--- src/rtl/mac_pkg.sv ---
// Shared constants and helpers for the parametrised multiply-accumulate unit.
package mac_pkg;

    // Operand interpretation.
    localparam int MAC_UNSIGNED = 0;
    localparam int MAC_SIGNED   = 1;

    // Accumulator overflow handling.
    localparam int MAC_WRAP = 0;
    localparam int MAC_SAT  = 1;

    // Widest accumulator the limit helpers can describe.
    localparam int MAC_MAX_ACC_W = 128;

    // Largest representable accumulator value: all ones (unsigned) or 0111..1 (signed).
    function automatic logic [MAC_MAX_ACC_W-1:0] mac_sat_max(input int acc_w, input int signed_mode);
        logic [MAC_MAX_ACC_W-1:0] v;
        int                       top;
        v   = '0;
        top = (signed_mode == MAC_SIGNED) ? acc_w - 1 : acc_w;
        for (int i = 0; i < MAC_MAX_ACC_W; i++) begin
            if (i < top) v[i] = 1'b1;
        end
        return v;
    endfunction

    // Smallest representable accumulator value: zero (unsigned) or 1000..0 (signed).
    function automatic logic [MAC_MAX_ACC_W-1:0] mac_sat_min(input int acc_w, input int signed_mode);
        logic [MAC_MAX_ACC_W-1:0] v;
        v = '0;
        for (int i = 0; i < MAC_MAX_ACC_W; i++) begin
            if (signed_mode == MAC_SIGNED && i == acc_w - 1) v[i] = 1'b1;
        end
        return v;
    endfunction

endpackage

--- src/rtl/mac_mult_stage.sv ---
// Stage 1 of the MAC: registered W x W multiply with valid / clear / carry-in sideband.
module mac_mult_stage
    import mac_pkg::*;
#(
    parameter int W      = 8,
    parameter int SIGNED = MAC_UNSIGNED
) (
    input  logic           clk,
    input  logic           rst_n,
    input  logic           i_valid,
    input  logic [W-1:0]   i_a,
    input  logic [W-1:0]   i_b,
    input  logic           i_cin,
    input  logic           i_clr,
    output logic           o_valid,
    output logic [2*W-1:0] o_prod,
    output logic           o_cin,
    output logic           o_clr
);

    logic [2*W-1:0] w_prod_s;
    logic [2*W-1:0] w_prod_u;
    logic [2*W-1:0] w_prod;

    logic           r_valid;
    logic [2*W-1:0] r_prod;
    logic           r_cin;
    logic           r_clr;

    // Operands are extended to 2W first so the low 2W bits of the product are exact.
    assign w_prod_s = $signed({{W{i_a[W-1]}}, i_a}) * $signed({{W{i_b[W-1]}}, i_b});
    assign w_prod_u = {{W{1'b0}}, i_a} * {{W{1'b0}}, i_b};
    assign w_prod   = (SIGNED == MAC_SIGNED) ? w_prod_s : w_prod_u;

    // Capture the product on valid terms; clear and valid are captured every cycle.
    always_ff @(posedge clk or negedge rst_n) begin
        if (!rst_n) begin
            r_valid <= 1'b0;
            r_prod  <= '0;
            r_cin   <= 1'b0;
            r_clr   <= 1'b0;
        end else begin
            r_valid <= i_valid;
            r_clr   <= i_clr;
            if (i_valid) begin
                r_prod <= w_prod;
                r_cin  <= i_cin;
            end
        end
    end

    assign o_valid = r_valid;
    assign o_prod  = r_prod;
    assign o_cin   = r_cin;
    assign o_clr   = r_clr;

endmodule

--- src/rtl/mac_pipe_param.sv ---
// Pipelined multiply-accumulate: stage 1 multiplies, stage 2 accumulates with
// optional saturation, a sticky overflow flag and a saturating term counter.
// ACC_W must be at least 2*W and at most MAC_MAX_ACC_W.
module mac_pipe_param
    import mac_pkg::*;
#(
    parameter int W      = 8,
    parameter int ACC_W  = 24,
    parameter int SIGNED = MAC_UNSIGNED,
    parameter int SAT    = MAC_WRAP,
    parameter int CNT_W  = 8
) (
    input  logic             clk,
    input  logic             rst_n,
    input  logic             in_valid,
    input  logic [W-1:0]     a,
    input  logic [W-1:0]     b,
    input  logic             cin,
    input  logic             acc_clr,
    output logic [ACC_W-1:0] out,
    output logic             cout,
    output logic             out_valid,
    output logic             ovf,
    output logic [CNT_W-1:0] term_cnt
);

    localparam logic [ACC_W-1:0] SAT_MAX = ACC_W'(mac_sat_max(ACC_W, SIGNED));
    localparam logic [ACC_W-1:0] SAT_MIN = ACC_W'(mac_sat_min(ACC_W, SIGNED));
    localparam logic [CNT_W-1:0] CNT_MAX = '1;

    logic             w_s1_valid;
    logic [2*W-1:0]   w_s1_prod;
    logic             w_s1_cin;
    logic             w_s1_clr;

    logic [ACC_W-1:0] w_base;
    logic [ACC_W-1:0] w_prod_ext;
    logic [ACC_W:0]   w_raw;
    logic             w_carry_msb;
    logic             w_ovf;
    logic [ACC_W-1:0] w_result;

    logic [ACC_W-1:0] r_out;
    logic             r_cout;
    logic             r_out_valid;
    logic             r_ovf;
    logic [CNT_W-1:0] r_term_cnt;

    mac_mult_stage #(
        .W      (W),
        .SIGNED (SIGNED)
    ) u_mult (
        .clk     (clk),
        .rst_n   (rst_n),
        .i_valid (in_valid),
        .i_a     (a),
        .i_b     (b),
        .i_cin   (cin),
        .i_clr   (acc_clr),
        .o_valid (w_s1_valid),
        .o_prod  (w_s1_prod),
        .o_cin   (w_s1_cin),
        .o_clr   (w_s1_clr)
    );

    // Raw ACC_W-bit add; the carry into the MSB lets signed overflow be found
    // without a second wider adder (overflow = carry into MSB xor carry out).
    always_comb begin
        w_base = w_s1_clr ? '0 : r_out;
        if (SIGNED == MAC_SIGNED) begin
            w_prod_ext = ACC_W'($signed(w_s1_prod));
        end else begin
            w_prod_ext = ACC_W'(w_s1_prod);
        end
        w_raw       = {1'b0, w_base} + {1'b0, w_prod_ext} + {{ACC_W{1'b0}}, w_s1_cin};
        w_carry_msb = w_raw[ACC_W-1] ^ w_base[ACC_W-1] ^ w_prod_ext[ACC_W-1];
        if (SIGNED == MAC_SIGNED) begin
            w_ovf = w_raw[ACC_W] ^ w_carry_msb;
        end else begin
            w_ovf = w_raw[ACC_W];
        end
    end

    // Clamp on overflow in saturating mode; signed overflow direction follows the
    // accumulator sign, since cin alone cannot overflow across differing signs.
    always_comb begin
        w_result = w_raw[ACC_W-1:0];
        if (SAT == MAC_SAT && w_ovf) begin
            if (SIGNED == MAC_SIGNED && w_base[ACC_W-1]) begin
                w_result = SAT_MIN;
            end else begin
                w_result = SAT_MAX;
            end
        end
    end

    // Stage 2: accumulate valid terms, or reset the accumulation on a lone clear.
    always_ff @(posedge clk or negedge rst_n) begin
        if (!rst_n) begin
            r_out       <= '0;
            r_cout      <= 1'b0;
            r_out_valid <= 1'b0;
            r_ovf       <= 1'b0;
            r_term_cnt  <= '0;
        end else if (w_s1_valid) begin
            r_out       <= w_result;
            r_cout      <= w_raw[ACC_W];
            r_out_valid <= 1'b1;
            r_ovf       <= w_s1_clr ? w_ovf : (r_ovf | w_ovf);
            if (w_s1_clr) begin
                r_term_cnt <= CNT_W'(1);
            end else if (r_term_cnt != CNT_MAX) begin
                r_term_cnt <= r_term_cnt + CNT_W'(1);
            end
        end else begin
            r_out_valid <= 1'b0;
            if (w_s1_clr) begin
                r_out      <= '0;
                r_ovf      <= 1'b0;
                r_term_cnt <= '0;
            end
        end
    end

    assign out       = r_out;
    assign cout      = r_cout;
    assign out_valid = r_out_valid;
    assign ovf       = r_ovf;
    assign term_cnt  = r_term_cnt;

endmodule

--- config.mk ---
export PLATFORM = sky130hd
export DESIGN_NAME = mac_pipe_param
export DESIGN_NICKNAME = d
export VERILOG_FILES = /design/src/rtl/mac_pkg.sv /design/src/rtl/mac_mult_stage.sv /design/src/rtl/mac_pipe_param.sv
export SDC_FILE = /design/constraint.sdc
export NUM_CORES = 1
export LEC_CHECK = 0
export BUFFER_PORTS_ARGS = -buffer_cell sky130_fd_sc_hd__clkbuf_2
export CORE_MARGIN = 2
export CORE_UTILIZATION = 60
export DETAILED_ROUTE_END_ITERATION = 16
export PLACE_DENSITY = 0.78
export SLEW_MARGIN = 15
export SYNTH_ARGS = -nofsm -noshare
export SYNTH_HDL_FRONTEND = slang
export SYNTH_HIERARCHICAL = 1
export SYNTH_SLANG_ARGS = --single-unit
export TNS_END_PERCENT = 50
--- constraint.sdc ---
create_clock -name clk -period 6.2 [get_ports clk]
set_clock_uncertainty 0.15 [all_clocks]
set_input_delay 1.24 -clock clk [delete_from_list [all_inputs] [get_ports clk]]
set_output_delay 1.24 -clock clk [all_outputs]
set_load 0.02 [all_outputs]
Word-level counts from Yosys, hierarchy flattened. Index checks and enable logic that the tools add are counted.

Add/sub/neg operators: 3. $mul: 1. Equality and inequality tests: 1. Mux-type cells: 10. Bitwise operators: 1. Reduce and logical (&&, ||, !) cells: 3.

Operators with widths (number): two-way mux 24 bit (2); two-way mux 8 bit (4); adder 24 x 16 -> 25 bit (1); adder 25 x 1 -> 25 bit (1); multiplier 8 x 8 -> 16 bit (1); adder 8 x 1 -> 8 bit (second input constant) (1); inequality test 8 bit (second input constant) (1); two-way mux 1 bit (4); nonzero test 2 bit (2); AND reduction 2 bit (1); OR 1 bit (1).

Flip-flop bits (word level): 54. Input port bits: 21. Output and inout bits: 35. Logic and storage cells: 28.

Longest topological paths before layout. Gate-level depths: netlist (run 1).

Word-level depth: 6. Depth in mapped cells: 15.

Cells and area by module. Netlist (run 1), hierarchy kept.

Modules (own cells, without submodules): mac_mult_stage (times used 1, cells an instance 283, area each 2763.9 µm², sequential area each 475.5 µm²); mac_pipe_param (times used 1, cells an instance 261, area each 2447.3 µm², sequential area each 875.8 µm²).

Worst setup path before layout (run 1). No wires, ideal clock.

Path kind: input -> register. From: input b[4]. To: register u_mult.r_prod[12], in the netlist u_mult/o_prod[12]. Setup time: 125 ps. Data arrival time: 4767 ps. Required time: 5925 ps. Setup slack: 1158 ps. Stages on the path: 15. Cell sequence: and2_1 fa_1 inv_1 fa_1 inv_1 fa_1 inv_1 fa_1 inv_1 ha_1 o211ai_2 o211ai_2 a31oi_1 xnor2_1 mux2_4.

Cells in the longest elaborated chain, start to end: 1.

RTL lines: start, declared (line mac_pipe_param.sv:17) `input logic [W-1:0] b,`; multiplier 8 x 8 -> 16 bit (line mac_mult_stage.sv:32) `assign w_prod_u = {{W{1'b0}}, i_a} * {{W{1'b0}}, i_b};`; end signal, assigned (line mac_mult_stage.sv:46) `r_prod <= w_prod;`; end, declared (line mac_mult_stage.sv:26) `logic [2*W-1:0] r_prod;`.

No other way between the ends. A chain may end at the register's enable or synchronous reset.

Worst setup path in the final report (run 1). Ends and elaborated chain as after synthesis.

==> flow_summary_export.csv, run 1 <==
group,metric,value,unit
floorplan,coreArea,8299,um^2
synthesis,ys_top_cells_by_area,"dfrtp_1 26%, fa_1 15%, ha_1 12%, and2_1 6.0%, mux2_2 5.4%",
cells_and_area,layout_common_cells,"64 x inv_1, 55 x clkbuf_2, 54 x dfrtp_1",
placed_design,port_buffers,55,
clock_tree,post-cts-setup-buffers,0,
grt,track_usage,23.56,%
setup_path,arrival,5.15,ns
grt,grt_pass1_vias,4135,
timing,hold_viol_final,0,
cells_and_area,area_delta_synth_final,9.364,%
setup_path,crit_path_max_fanout,8,
setup_path,critPathKind,"primary input to flip-flop",
grt,grt_antenna_before_repair,0,
min_path,hp-class,"flip-flop to flip-flop",
grt,overflow,0,
setup_path,r2r-start,"u_mult/o_clr",
floorplan,rows,33,
clock_tree,tritoncts,"done",
timing,max_slew_margin,45.12,%
synthesis,syn_nets,655,
synthesis,synthCells,544,
synthesis,yosysSeqAreaShare,25.93,%
cells_and_area,drive_gt1_share,16.83,%
grt,grt_max_degree,55,
route,drtIter0Drc,99,
setup_path,r2r_cells,11,
floorplan,initial_core_util,62.79,%
floorplan,io_pins,56,
clock_tree,cts_max_level,2,
clock_tree,clockRootBuffer,"clkbuf_8",
synthesis,yosysUniqueCellTypes,61,
route,vias_per_cell,5.641,
power_and_ir_drop,power_density,340.0,nW/um^2
clock_tree,cts.sinks,54,
cells_and_area,antennaDiodeCount,0,
cells_and_area,layout_commonest_cell,"inv_1",
timing,max_freq,0.1966,GHz
synthesis,synth_top_flop_cell,"dfrtp_1",
clock_tree,clockBufferDepth,2,
timing,setup_violations,0,
min_path,holdPathStages,1,
route,ant_nets,0,
cells_and_area,final_net_count,710,
setup_path,critPathCaptureType,"flip-flop",
setup_path,start_kind,"primary input",
timing,tightest_slew,0.8232,ns
flow_run,drv_cap,0,
synthesis,synthArstFlopShare,100.0,%
synthesis,ys.warnings.count,6,
floorplan,die_y,97.20,um
synthesis,synth_area,5211,um^2
clock_tree,cts_hold_repair.buffers,0,
setup_path,cp_slowest_cell,"fa_1",
status,status,"finished clean",
route,num_vias,3977,
synthesis,ys_seq_elements,54,
timing,period_share,82.04,%
floorplan,die_w,97.20,um
floorplan,die_area,9447,um^2
grt,grt_pass1_wl,18640,um
timing,tns,0,ns
route,post-route-drc-count,0,
min_path,min_from,"cout",
min_path,hold-path-endpoint,"cout",
setup_path,crit_chain,"clkbuf_2, and2_1, fa_1, inv_1, fa_1, inv_1, fa_1, inv_1, fa_1, inv_1, ha_1, a21oi_2, o211ai_2, a31oi_1, xnor2_1, mux2_4",
setup_path,reg2reg_slack,2.59,ns
synthesis,syn_area_per_cell,9.580,um^2
timing,setup_ws,1.113,ns
placed_design,preCtsSetupSlack,0.7880,ns
timing,finalMaxSlewViolations,0,
placed_design,gp_congestion,0.9105,
synthesis,synth_edf_count,0,
placed_design,hpwlAfterDp,8133,um
cells_and_area,post-route-util,68.67,%
route,detail_route.wl_per_cell,14.67,um
timing,rsz0062_at_grt,"false",
clock_tree,postCtsResizedCells,0,
clock_tree,clk_pin_slew,0.11,ns
synthesis,yosysTopAreaCellShare,25.93,%
setup_path,reg2reg_to,"out[18]",
setup_path,cp.required,6.26,ns
setup_path,crit_path_max_incr_delay,0.54,ns
route,wl,10340,um
power_and_ir_drop,vdd_drop_max,218.2,uV
clock_tree,clock_latency,0.32,ns
route,first_pass_iters,4,
synthesis,yosysTopAreaCell,"dfrtp_1",
power_and_ir_drop,leakagePower,2.861,nW
timing,period_needed,5.087,ns
clock_tree,cts-buffers-inserted,5,
cells by family (layout without fill, tap and decap cells):
group           after synthesis  in the layout  share of synthesized area (%)
mux                          29             29                          6.314
fa+ha+maj                    90             90                          27.08
compound gates               98             98                          12.94
xor+xnor                     24             24                          4.034
flops                        54             54                          25.93
simple gates                175            175                          18.03
buf+inv                      74            130                          5.666
final cells by class:
type                            count  area, um^2
Multi-Input combinational cell    416        3565
Fill cell                         648        2600
Sequential cell                    54        1351
Timing Repair Buffer               57       290.3
Inverter                           65       244.0
Tap cell                          105       131.4
Clock buffer                        5       68.82
Clock inverter                      3       48.80
worst max-delay path by stage:
stage	startpoint	end	slack, ns	cells after the start
after floorplan	b[4]	u_mult/o_prod[12]	1.16	15
after global placement	b[4]	u_mult/o_prod[12]	0.91	16
after detailed placement	b[4]	u_mult/o_prod[12]	0.79	16
after CTS	b[4]	u_mult/o_prod[12]	1.14	16
after global routing	b[4]	u_mult/o_prod[14]	0.92	16
final	b[4]	u_mult/o_prod[12]	1.11	16
cells in the mapped netlist (all sizes together) (4+ instances only):
cell	instances
xnor2	17
xor2	7
o211ai	8
and2	50
a21oi	34
a21o	7
nor2	18
o31ai	4
buf	6
dfrtp	54
mux2	28
nand3	6
inv	64
nor2b	21
ha	52
and3	5
nor3	4
or3	10
o21ai	17
nand2b	6
nand2	45
fa	38
power breakdown:
| group | leakage (nW) | switching [mW] | internal [mW] | total, mW |
|---|---|---|---|---|
| combinational | 2.11 | 0.657 | 0.522 | 1.18 |
| sequential | 0.691 | 0.0619 | 0.445 | 0.507 |
| clock | 0.0563 | 0.129 | 0.123 | 0.252 |
| total | 2.86 | 0.848 | 1.09 | 1.94 |
registers in the layout (all words and copies together), names as in the netlist:
register / cells
u_mult/o_prod: 16
ovf: 1
u_mult/o_clr: 1
cout: 1
out: 24
term_cnt: 8
u_mult/o_cin: 1
out_valid: 1
u_mult/o_valid: 1
through the flow:
step	hold slack, ns	cells	area, um^2	total power [mW]
after floorplan	0.1987	544	5211	1.422
after global placement	0.3186	697	5582	1.653
after detailed placement	0.3323	697	5582	1.683
after CTS	0.3591	705	5699	1.945
after global routing	0.3891	705	5699	2.124
final	0.3530	705	5699	1.938
critical path: cells and delay by family:
kind            cells  cell delay, ns
xor+xnor            1            0.10
buf+inv             5            0.34
compound gates      3            0.60
fa+ha+maj           5            2.42
simple gates        1            0.19
mux                 1            0.26
layer usage:
metal,up-vias,share of wire (%),global-route usage [%]
met5,-,0,0
met4,0,0.63,3.900
met3,6,3.7,3.381
met2,76,48,40.71
met1,1939,48,32.22
li1,1956,-,-
Power figures use the tool's default switching activity.
==> run 2: changes to the inputs <==
--- a/config.mk
+++ b/config.mk
@@ -7,9 +7,9 @@
 export LEC_CHECK = 0
 export BUFFER_PORTS_ARGS = -buffer_cell sky130_fd_sc_hd__clkbuf_2
 export CORE_MARGIN = 2
-export CORE_UTILIZATION = 60
+export CORE_UTILIZATION = 55
 export DETAILED_ROUTE_END_ITERATION = 16
-export PLACE_DENSITY = 0.78
+export PLACE_DENSITY = 0.75
 export SLEW_MARGIN = 15
 export SYNTH_ARGS = -nofsm -noshare
 export SYNTH_HDL_FRONTEND = slang
==> constraint.sdc (replaced) <==
create_clock -name clk -period 4.4 [get_ports clk]
set_clock_uncertainty 0.15 [all_clocks]
set_input_delay 0.88 -clock clk [delete_from_list [all_inputs] [get_ports clk]]
set_output_delay 0.88 -clock clk [all_outputs]
set_load 0.02 [all_outputs]
==> run 2 against run 1 <==
  * Register-to-register slack worse by 1.8 ns
  * Worst hold slack worse by 0.0071 ns
  * Critical endpoint is now u_mult/o_prod[14]
  * Power up 55%
  * Critical path type unchanged
==> flow_summary_export.csv, run 2 (synthesized netlist as in run 1, its figures left out) <==
group,metric,value,unit
setup_path,cp_slowest_cell,"fa_1",
route,ant_nets,0,
route,post-route-drc-count,0,
setup_path,r2r-start,"u_mult/o_clr",
floorplan,initial_core_util,56.67,%
setup_path,crit_path_max_fanout,5,
flow_run,drv_cap,0,
timing,tightest_slew,0.8388,ns
setup_path,critPathBufInv,5,
cells_and_area,fillers,747,
timing,finalMaxSlewViolations,0,
route,drtIter0Drc,141,
setup_path,reg2reg_slack,0.84,ns
floorplan,io_pins,56,
placed_design,placed_area,5877,um^2
timing,max_freq,0.2276,GHz
floorplan,die_area,10270,um^2
setup_path,arrival,4.43,ns
power_and_ir_drop,switching_share,42.42,%
power_and_ir_drop,pwr-share-comb,64.9,%
cells_and_area,antennaDiodeCount,0,
placed_design,gp_congestion,0.8652,
grt,grt_max_degree,30,
clock_tree,clockBufferDepth,2,
cells_and_area,layout_commonest_cell,"inv_1",
grt,overflow,0,
placed_design,port_buffers,55,
cells_and_area,final_net_count,742,
setup_path,crit_start,"a[5]",
cells_and_area,multi_input_area,3679,um^2
grt,track_usage,22.93,%
setup_path,cp-endpoint,"u_mult/o_prod[14]",
power_and_ir_drop,power_frac_seq,24.1,%
setup_path,crit_chain,"buf_8, and2_4, fa_1, inv_1, fa_1, inv_1, fa_1, inv_2, fa_1, inv_2, ha_4, o211ai_2, o211ai_2, a31oi_2, xnor2_1, mux2_4",
setup_path,crit_cells,16,
power_and_ir_drop,p_clk_share,11.0,%
placed_design,hpwlAfterDp,8894,um
placed_design,preCtsSetupSlack,-0.3241,ns
grt,grt_pass1_wl,19060,um
grt,grt_pass1_vias,4196,
min_path,hp-class,"flip-flop to flip-flop",
floorplan,die_w,101.3,um
power_and_ir_drop,power_density,495.8,nW/um^2
route,num_vias,4185,
timing,rsz0062_at_grt,"true",
timing,setup_ws,0.005599,ns
route,detail_route.wl_per_cell,15.22,um
cells_and_area,regArea,1351,um^2
status,status,"finished clean",
setup_path,critPathCaptureType,"flip-flop",
setup_path,start_kind,"primary input",
timing,period_share,99.87,%
timing,setup_violations,0,
clock_tree,cts.sinks,54,
power_and_ir_drop,internal_power,1.735,mW
clock_tree,cts-buffers-inserted,5,
clock_tree,cts_hold_repair.buffers,0,
power_and_ir_drop,total_power,3.013,mW
floorplan,coreArea,9196,um^2
cells_and_area,area_delta_synth_final,16.61,%
timing,tns,0,ns
clock_tree,tritoncts,"done",
setup_path,critPathKind,"primary input to flip-flop",
cells_and_area,layout_common_cells,"62 x inv_1, 54 x dfrtp_1, 47 x ha_1, 47 x clkbuf_2, 45 x nand2_1",
clock_tree,clockRootBuffer,"clkbuf_8",
clock_tree,clk_pin_slew,0.10,ns
route,first_pass_iters,5,
power_and_ir_drop,p_switching,1.278,mW
route,vias_per_cell,5.633,
floorplan,rows,35,
setup_path,cp.required,4.43,ns
clock_tree,clock_latency,0.30,ns
timing,period_needed,4.394,ns
timing,hold_viol_final,0,
power_and_ir_drop,vdd_drop_max,246.4,uV
grt,grt_antenna_before_repair,0,
setup_path,path_delay_family,"adder cells",
clock_tree,cts_max_level,2,
route,wl,11310,um
cells_and_area,largest_register_ffs,24,
cells_and_area,drive_gt1_share,24.21,%
timing,max_slew_margin,44.08,%
cells_and_area,fin_area,6077,um^2
setup_path,crit_path_max_incr_delay,0.52,ns
floorplan,die_y,101.3,um
setup_path,reg2reg_to,"out[18]",
setup_path,crit_top_cell,"fa_1",
power_and_ir_drop,leakagePower,3.035,nW
setup_path,r2r_cells,10,
-- run 2: per-stage QoR --
stage,util [%],instances,hold slack [ns]
after floorplan,-,544,0.1987
final,66.08,743,0.3459
after global routing,66.08,743,0.3794
after global placement,63.90,734,0.3219
after CTS,65.06,742,0.3511
after detailed placement,63.90,734,0.3275
-- run 2: power by group through the flow --
| stage | registers [mW] | logic [mW] | clock network (mW) |
|---|---|---|---|
| 3_5_place_dp | 0.732 | 1.87 | 0 |
| 3_3_place_gp | 0.726 | 1.82 | 0 |
| 4_1_cts | 0.724 | 1.88 | 0.339 |
| 2_1_floorplan | 0.774 | 1.30 | 0 |
| 5_1_grt | 0.737 | 2.18 | 0.356 |
| 6_report | 0.726 | 1.96 | 0.332 |
-- run 2: worst min path at each step --
stage,cells after the start,slack [ns],end,startpoint
3_5_place_dp,1,0.33,cout,cout
6_report,1,0.35,cout,cout
3_3_place_gp,1,0.32,cout,cout
4_1_cts,1,0.35,cout,cout
5_1_grt,1,0.38,cout,cout
2_1_floorplan,0,0.20,out_valid,u_mult/o_valid
-- run 2: final cells by class --
cell class,instances,area share (%)
multi-input cells,416,60.53
flip-flops and latches,54,22.24
repair buffers,89,9.183
inverters,65,4.015
well taps,111,2.285
clock buffers,7,1.256
clock inverters,1,0.4941
-- run 2: repair_timing --
| action | CTS | global route |
|---|---|---|
| setup endpoints to repair | 0 | 7 |
| buffers inserted | 0 | 1 |
| resized for setup | 0 | 37 |
-- run 2: per-layer routing --
layer	share of wire, %	routed length, um	GRT usage [%]
met3	3.0	338	2.139
met4	1.5	174	4.262
met1	45	5105	31.36
met2	50	5691	40.19
met5	0	0	0
==> run 3: changes to the inputs <==
--- a/config.mk
+++ b/config.mk
@@ -10,6 +10,8 @@
 export CORE_UTILIZATION = 55
 export DETAILED_ROUTE_END_ITERATION = 16
 export PLACE_DENSITY = 0.75
+export REMOVE_ABC_BUFFERS = 1
+export SETUP_SLACK_MARGIN = 0.05
 export SLEW_MARGIN = 15
 export SYNTH_ARGS = -nofsm -noshare
 export SYNTH_HDL_FRONTEND = slang
==> run 3 against run 2 <==
  * The flow now finishes with violations (setup timing)
  * Sequential power decreased by 2%
  * Maximum frequency decreased by 0.18%
  * Sequential share of layout area about the same
  * Die area unchanged
  * Utilization about the same
  * Power decreased by 2.0%
  * Worst setup slack got worse by 0.0080 ns
  * Largest power group unchanged
==> flow_summary_export.csv, run 3 (synthesized netlist as in run 1, its figures left out) <==
group,metric,value,unit
timing,max_freq,0.2272,GHz
grt,grt_pass1_vias,4158,
floorplan,initial_core_util,56.67,%
power_and_ir_drop,power_frac_seq,24.0,%
status,violations,"setup timing",
timing,tightest_slew,0.8095,ns
cells_and_area,final_cells,746,
route,ant_nets,0,
grt,grt_antenna_before_repair,0,
clock_tree,clockBufferDepth,2,
placed_design,gp_congestion,0.8584,
clock_tree,tritoncts,"done",
timing,hold_viol_final,0,
timing,setup_violations,1,
power_and_ir_drop,switching_share,42.72,%
route,wl,10980,um
clock_tree,cts-buffers-inserted,5,
floorplan,coreArea,9196,um^2
cells_and_area,regArea,1351,um^2
route,num_vias,4095,
power_and_ir_drop,internal_power,1.692,mW
min_path,holdPathStages,2,
cells_and_area,final_net_count,746,
timing,max_slew_margin,46.04,%
flow_run,drv_cap,0,
route,post-route-drc-count,0,
timing,period_needed,4.402,ns
timing,period_share,100.1,%
setup_path,crit_path_max_fanout,4,
cells_and_area,multi_input_area,3665,um^2
cells_and_area,antennaDiodeCount,0,
power_and_ir_drop,p_switching,1.262,mW
cells_and_area,layout_common_cells,"62 x inv_1, 54 x dfrtp_1, 51 x clkbuf_2",
grt,grtUsageMet1,29.92,%
clock_tree,clock_latency,0.30,ns
clock_tree,clockRootBuffer,"clkbuf_8",
cells_and_area,fillers,786,
floorplan,die_area,10270,um^2
cells_and_area,drive_gt1_share,24.09,%
status,status,"finished with violations",
cells_and_area,layout_commonest_cell,"inv_1",
clock_tree,cts_max_level,2,
placed_design,port_buffers,55,
min_path,hp-class,"flip-flop to flip-flop",
timing,finalMaxSlewViolations,0,
placed_design,place_inst,738,
cells_and_area,largest_register_ffs,24,
placed_design,hpwlAfterDp,9024,um
setup_path,r2r_cells,10,
grt,use_met3,2.484,%
power_and_ir_drop,p_clk_share,9.1,%
power_and_ir_drop,power_density,486.1,nW/um^2
timing,tns,-0.002355,ns
grt,busiest_layer,"met2",
setup_path,start_kind,"primary input",
clock_tree,clk_pin_slew,0.10,ns
power_and_ir_drop,pwr-share-comb,66.9,%
floorplan,rows,35,
grt,overflow,0,
setup_path,critPathCaptureType,"flip-flop",
setup_path,cp.required,4.45,ns
timing,setup_ws,-0.002355,ns
route,vias_per_cell,5.489,
setup_path,critPathKind,"primary input to flip-flop",
timing,rsz0062_at_grt,"true",
grt,gr-usage-met2,42.18,%
floorplan,io_pins,56,
clock_tree,cts.sinks,54,
grt,grt_pass1_wl,19020,um
floorplan,die_y,101.3,um
grt,track_usage,22.98,%
power_and_ir_drop,leakagePower,3.037,nW
setup_path,arrival,4.45,ns
route,first_pass_iters,4,
route,drtIter0Drc,147,
floorplan,die_w,101.3,um
route,detail_route.wl_per_cell,14.72,um
cells_and_area,area_delta_synth_final,16.59,%
power_and_ir_drop,vdd_drop_max,250.9,uV
grt,grt_max_degree,34,
==> run 3: changes by cell type in the layout (fill, tap and decap cells not counted), sizes merged <==
cell and change:
clkbuf +3, bufinv -1, clkinvlp +1
==> run 3: final timing paths <==
kind	startpoint	to	slack, ns
worst min register to register	u_mult/o_prod[4]	u_mult/o_prod[4]	0.36
min in group asynchronous	rst_n	out[5]	0.50
worst min-delay path	u_mult/o_prod[4]	u_mult/o_prod[4]	0.36
worst max-delay path	a[5]	u_mult/o_prod[11]	-0.002
max in group asynchronous	rst_n	u_mult/o_clr	2.81
worst max register to register	u_mult/o_clr	out[22]	0.94
==> run 3: through the flow <==
stage	cell area, um^2	hold WS (ns)	power [mW]	setup slack, ns	util, %
after CTS	6040	0.3514	2.964	-0.02803	65.67
after floorplan	5160	0.3094	1.996	-0.2817	-
after global routing	6076	0.3676	3.241	-0.1404	66.07
after detailed placement	5852	0.3278	2.546	-0.6258	63.63
final	6076	0.3557	2.953	-0.002355	66.07
after global placement	5852	0.3201	2.497	-0.4875	63.63
==> run 3: layer usage <==
| layer | vias up | share of wire [%] |
|---|---|---|
| met1 | 2000 | 45 |
| met4 | 0 | 0.48 |
| met2 | 67 | 52 |
| li1 | 2024 | - |
| met3 | 4 | 2.5 |
| met5 | - | 0 |
==> run 3: worst max-delay path, cell delays in order <==
cell	delay, ns
buf_8	0.10
and2_4	0.15
fa_1	0.54
inv_1	0.05
fa_1	0.47
inv_1	0.05
fa_1	0.49
inv_1	0.05
fa_1	0.49
inv_2	0.05
ha_4	0.28
o211ai_1	0.11
a21oi_2	0.22
o21ai_2	0.11
xnor2_1	0.14
mux2_4	0.26
==> run 3: area by class of cell <==
cell class	instances	area share (%)
clock buffer	6	1.194
inverter	65	4.016
tap	111	2.286
timing repair buffer	93	9.823
multi-input combinational	416	60.32
clock inverter	1	0.1236
sequential	54	22.24
==> run 3: timing repair <==
item                       in CTS  in global routing
gates resized for setup        17                 16
pin swaps                      24                 11
setup endpoints to repair       8                  8
hold buffers                    0                  0
setup buffers                   1                  0
==> run 3: power by group through the flow <==
stage	Sequential [mW]	Clock, mW	Combinational (mW)
floorplan	0.779	0	1.22
global placement	0.718	0	1.78
detailed placement	0.719	0	1.83
CTS	0.710	0.280	1.97
global route	0.725	0.292	2.22
finish	0.709	0.269	1.97
